$ cat src/rtl/alu_pkg.sv
// Shared definitions for the execute stage: ALU control codes, FSM states and default widths.
// The ALU control decoder uses the same code constants.
package alu_pkg;

    localparam int ALU_WIDTH = 32;
    localparam int ALU_CNT_W = 5;

    typedef enum logic [2:0] {
        ALU_AND = 3'b000,
        ALU_XOR = 3'b001,
        ALU_SLL = 3'b010,
        ALU_ADD = 3'b011,
        ALU_SUB = 3'b100,
        ALU_MUL = 3'b101,
        ALU_SRA = 3'b110,
        ALU_RSV = 3'b111
    } alu_ctrl_e;

    typedef enum logic {
        IDLE     = 1'b0,
        MUL_BUSY = 1'b1
    } alu_state_e;

endpackage

$ cat src/rtl/mul_shift_add.sv
// Iterative radix-2 shift-add multiplier returning the low WIDTH bits of the product.
// Optional macro SEQ_ALU_MUL_EARLY_EXIT_EN: finish as soon as the shifted multiplier is zero.
module mul_shift_add
    import alu_pkg::*;
#(
    parameter int WIDTH = ALU_WIDTH,
    parameter int CNT_W = ALU_CNT_W
) (
    input  logic             clk_i,
    input  logic             rst_i,
    input  logic             i_start,
    input  logic             i_busy,
    input  logic [WIDTH-1:0] i_mcand,
    input  logic [WIDTH-1:0] i_mplier,
    output logic             o_done,
    output logic [WIDTH-1:0] o_product
);

    logic [WIDTH-1:0] r_mcand;
    logic [WIDTH-1:0] r_mplier;
    logic [WIDTH-1:0] r_acc;
    logic [CNT_W-1:0] r_cnt;
    logic [WIDTH-1:0] w_acc_next;
    logic             w_last;

    assign w_acc_next = r_acc + (r_mplier[0] ? r_mcand : '0);

`ifdef SEQ_ALU_MUL_EARLY_EXIT_EN
    // Once no multiplier bits remain after this step, the accumulator is already final.
    assign w_last = (r_cnt == CNT_W'(WIDTH - 1)) || (r_mplier[WIDTH-1:1] == '0);
`else
    assign w_last = (r_cnt == CNT_W'(WIDTH - 1));
`endif

    assign o_done    = i_busy && w_last;
    assign o_product = w_acc_next;

    // NOTE: sequential state uses non-blocking assignments so every register samples pre-edge values.
    always_ff @(posedge clk_i) begin
        if (!rst_i) begin
            r_mcand  <= '0;
            r_mplier <= '0;
            r_acc    <= '0;
            r_cnt    <= '0;
        end else if (i_start) begin
            r_mcand  <= i_mcand;
            r_mplier <= i_mplier;
            r_acc    <= '0;
            r_cnt    <= '0;
        end else if (i_busy) begin
            r_acc    <= w_acc_next;
            r_mcand  <= r_mcand << 1;
            r_mplier <= r_mplier >> 1;
            r_cnt    <= r_cnt + 1'b1;
        end
    end

endmodule

$ cat src/rtl/seq_alu.sv
// Execute stage: single-cycle ALU ops plus an iterative MUL behind a valid/ready handshake.
// Optional macro SEQ_ALU_MUL_EARLY_EXIT_EN shortens MUL latency for small multipliers.
module seq_alu
    import alu_pkg::*;
#(
    parameter int WIDTH = ALU_WIDTH,
    parameter int CNT_W = ALU_CNT_W
) (
    input  logic             clk_i,
    input  logic             rst_i,
    input  logic             valid_i,
    output logic             ready_o,
    input  logic [2:0]       ALUCtrl_i,
    input  logic [WIDTH-1:0] data1_i,
    input  logic [WIDTH-1:0] data2_i,
    output logic             valid_o,
    output logic [WIDTH-1:0] data_o,
    output logic             zero_o
);

    alu_state_e       r_state;
    logic             r_valid;
    logic [WIDTH-1:0] r_data;
    logic             r_zero;

    logic             w_accept;
    logic             w_mul_start;
    logic             w_mul_done;
    logic [WIDTH-1:0] w_mul_res;
    logic [WIDTH-1:0] w_alu_res;
    logic [CNT_W-1:0] w_shamt;

    assign ready_o     = (r_state == IDLE);
    assign w_accept    = valid_i && ready_o;
    assign w_mul_start = w_accept && (ALUCtrl_i == ALU_MUL);
    assign w_shamt     = data2_i[CNT_W-1:0];

    // NOTE: the default assignment first keeps every path driven, so no latch is inferred.
    always_comb begin
        w_alu_res = '0;
        case (ALUCtrl_i)
            ALU_AND: w_alu_res = data1_i & data2_i;
            ALU_XOR: w_alu_res = data1_i ^ data2_i;
            ALU_SLL: w_alu_res = data1_i << w_shamt;
            ALU_ADD: w_alu_res = data1_i + data2_i;
            ALU_SUB: w_alu_res = data1_i - data2_i;
            ALU_SRA: w_alu_res = $signed(data1_i) >>> w_shamt;
            default: w_alu_res = '0;
        endcase
    end

    mul_shift_add #(
        .WIDTH (WIDTH),
        .CNT_W (CNT_W)
    ) u_mul (
        .clk_i     (clk_i),
        .rst_i     (rst_i),
        .i_start   (w_mul_start),
        .i_busy    (r_state == MUL_BUSY),
        .i_mcand   (data1_i),
        .i_mplier  (data2_i),
        .o_done    (w_mul_done),
        .o_product (w_mul_res)
    );

    always_ff @(posedge clk_i) begin
        if (!rst_i) begin
            r_state <= IDLE;
            r_valid <= 1'b0;
            r_data  <= '0;
            r_zero  <= 1'b1;
        end else begin
            r_valid <= 1'b0;
            case (r_state)
                IDLE: begin
                    if (w_mul_start) begin
                        r_state <= MUL_BUSY;
                    end else if (w_accept) begin
                        r_data  <= w_alu_res;
                        r_zero  <= (w_alu_res == '0);
                        r_valid <= 1'b1;
                    end
                end
                MUL_BUSY: begin
                    // Requests arriving while busy are ignored; upstream holds them.
                    if (w_mul_done) begin
                        r_data  <= w_mul_res;
                        r_zero  <= (w_mul_res == '0);
                        r_valid <= 1'b1;
                        r_state <= IDLE;
                    end
                end
                default: r_state <= IDLE;
            endcase
        end
    end

    assign valid_o = r_valid;
    assign data_o  = r_data;
    assign zero_o  = r_zero;

endmodule
$ cat config.mk
export PLATFORM = sky130hd
export DESIGN_NAME = seq_alu
export DESIGN_NICKNAME = d
export VERILOG_FILES = /design/src/rtl/alu_pkg.sv /design/src/rtl/mul_shift_add.sv /design/src/rtl/seq_alu.sv
export SDC_FILE = /design/constraint.sdc
export NUM_CORES = 1
export LEC_CHECK = 0
export ABC_CLOCK_PERIOD_IN_PS = 11130
export CAP_MARGIN = 10
export CORE_UTILIZATION = 55
export DETAILED_ROUTE_END_ITERATION = 10
export PLACE_DENSITY = 0.77
export SYNTH_ARGS = -nofsm -noshare
export SYNTH_HDL_FRONTEND = slang
export SYNTH_SLANG_ARGS = --single-unit
export TNS_END_PERCENT = 20
$ cat constraint.sdc
create_clock -name clk_i -period 11.13 [get_ports clk_i]
set_input_delay 3.339 -clock clk_i [delete_from_list [all_inputs] [get_ports clk_i]]
set_output_delay 3.339 -clock clk_i [all_outputs]
set_load 0.05 [all_outputs]
==> qor.yml <==
status: "completed"
grt_usage: 0.442
synthArstFlopShare: 0
timing.slew.headroom: 0.112
worstPathArrival_ns: 9.47
nets: 2070
cts_setup_buffers: 0
whs_ns: 0.464
clk_path_buf_depth: 2
drt_iter0_drc: 2128
dr.pass1.iters: 8
postSynthAreaPerCell_um2: 7.69
crit_required_ns: 11.49
synth_cell_types: 81
yosys_warnings: 0
antenna_found_initial: 4
portBuffers: 104
power.leakage_nw: 6.28
worstHoldPathType: "reg2reg"
cts_root_buffer: "clkbuf_16"
cts_tree: "done"
synth_top_area_cell: "dfxtp_1"
hold_viol_final: 0
clkTransAtPathRegs_ns: 0.07
dr_total_vias: 15900
grt_max_degree: 101
num_rows: 58
layout_commonest_cell: "nand2_1"
grt_pass1_vias: 14400
cp-start-kind: "input pin"
cts_resized: 0
cts_sinks: 136
coreArea_um2: 25500
ys_ff_latch: 136
dp_hpwl_um: 45600
skew_ns: 0.0182
die-height_um: 164
clkLatencyLatePin_ns: 0.45
routabilityCongestion: 1.04
synth_cells: 1881
overflow: 0
syn-cell-area_um2: 14500
synthTopCellsByArea: "dfxtp_1 (19%), ha_1 (8.5%), mux2i_1 (6.6%)"
ys.flop_type: "dfxtp_1"
cap_violations: 0
maxSlewViolCount: 0
fin_crit_sh: 0.819
numCtsBuffers: 17
detail_route.wl_per_cell_um: 26.9
drt-vias-per-instance: 7.10
drc: 0
finalSetupViolations: 0
ys_seq_area_frac: 0.188
grt_pass1_wl_um: 88700
totalWireLength_um: 60500
syn_to_final_growth_pct: 12.3
tns_ns: 0
drive_above_1_share: 0.0800
syn_nets: 2051
dieArea_um2: 27000
fmax_mhz: 110
antenna_left: 0
synth_edf_count: 0
pin_count: 105
post-route-min-period_ns: 9.12
final_cell_mix: "nand2_1 (249), nor2_1 (135), dfxtp_1 (135)"
htree_levels: 4
initial_core_util: 0.568
grt_setup_unrepaired: "no"
cts_hold_buffers: 0
synth_top_area_share: 0.188
endpoint_kind: "flop"
fp.dieW_um: 164
worstMarginPinSlew_ns: 1.33
crit_type: "in2reg"
peakVddDrop_v: 0.0000976
path_max_fanout: 20
powerDensity_nw_per_um2: 109
[cell type report]
class                      count  area (µm²)
inverter                      33         124
sequential                   136        2730
antenna                        2        5.00
fill                        2203        9220
tap                          330         413
clock buffer                  18         429
timing repair buffer         137        1270
clock inverter                14         165
multi-input combinational   1575       11100
[cells in the mapped netlist, types with 38 or more instances]
master,number
ha_1,98
nor2_1,136
o21ai_0,92
mux2i_1,95
xnor2_1,55
a21boi_0,83
mux2_2,38
and2_1,47
nand2_1,249
clkbuf_1,114
a21oi_1,134
a22oi_1,73
dfxtp_1,136
[worst paths after layout]
check                    start    endpoint  slack (ns)  cells past startpoint
max                 data2_i[4]      zero_o        2.01                     23
min                 data_o[10]  data_o[10]        0.46                      2
max reg2reg  u_mul.r_mplier[0]      zero_o        6.00                     13
min reg2reg         data_o[10]  data_o[10]        0.46                      2
[logic make-up after synthesis]
family / count (synthesis) / share of synthesized area
compound gates: 628 / 0.296
simple gates: 603 / 0.195
xor+xnor: 84 / 0.0509
mux: 160 / 0.137
buf+inv: 170 / 0.0451
fa+ha+maj: 100 / 0.0875
flops: 136 / 0.188
[critical path, stage by stage]
cell	delay (ns)
clkdlybuf4s50_1	0.40
buf_4	0.21
inv_1	0.33
nand2_1	0.34
nor4b_1	0.71
nor2b_1	0.36
nand2_1	0.15
nor2_1	0.14
nand2_1	0.09
nor2_1	0.27
a21oi_1	0.14
xnor2_1	0.14
ha_1	0.44
and4_1	0.27
nand4_1	0.13
a211oi_1	0.34
nor2_1	0.16
xnor2_1	0.18
a2111oi_0	0.61
nand4_1	0.18
nor4_1	0.32
a31oi_1	0.14
o31ai_1	0.08
[per-stage QoR]
step / power, mW / std cells / setup slack (ns) / area, µm² / utilization
2_1_floorplan: 0.917 / 1881 / 3.15 / 14500 / -
6_report: 1.77 / 2245 / 2.01 / 16200 / 0.638
4_1_cts: 1.74 / 2243 / 2.24 / 16200 / 0.638
3_3_place_gp: 1.14 / 2211 / 1.95 / 15700 / 0.614
3_5_place_dp: 1.14 / 2211 / 1.85 / 15700 / 0.614
5_1_grt: 1.82 / 2243 / 1.74 / 16200 / 0.638
[registers in the layout, summed over array words and instances, names as in the netlist]
register	cells
data_o	32
r_state	1
u_mul.r_acc	32
u_mul.r_cnt	5
u_mul.r_mcand	32
u_mul.r_mplier	32
valid_o	1
zero_o	1
[power by group]
group | internal, mW | switching (mW) | leakage [nW] | total, mW
sequential | 0.502 | 0.0129 | 1.10 | 0.515
combinational | 0.228 | 0.417 | 4.90 | 0.646
clock | 0.338 | 0.273 | 0.279 | 0.611
total | 1.07 | 0.704 | 6.28 | 1.77
[routing by layer]
metal / vias to the layer above / track usage / wire length [µm]
met2: 1106 / 0.660 / 25700
met1: 7551 / 0.602 / 24600
met4: 4 / 0.195 / 2880
li1: 7051 / - / -
met3: 218 / 0.103 / 7220
met5: - / 0 / 23
Note: power is estimated with default switching activity, not from simulation.
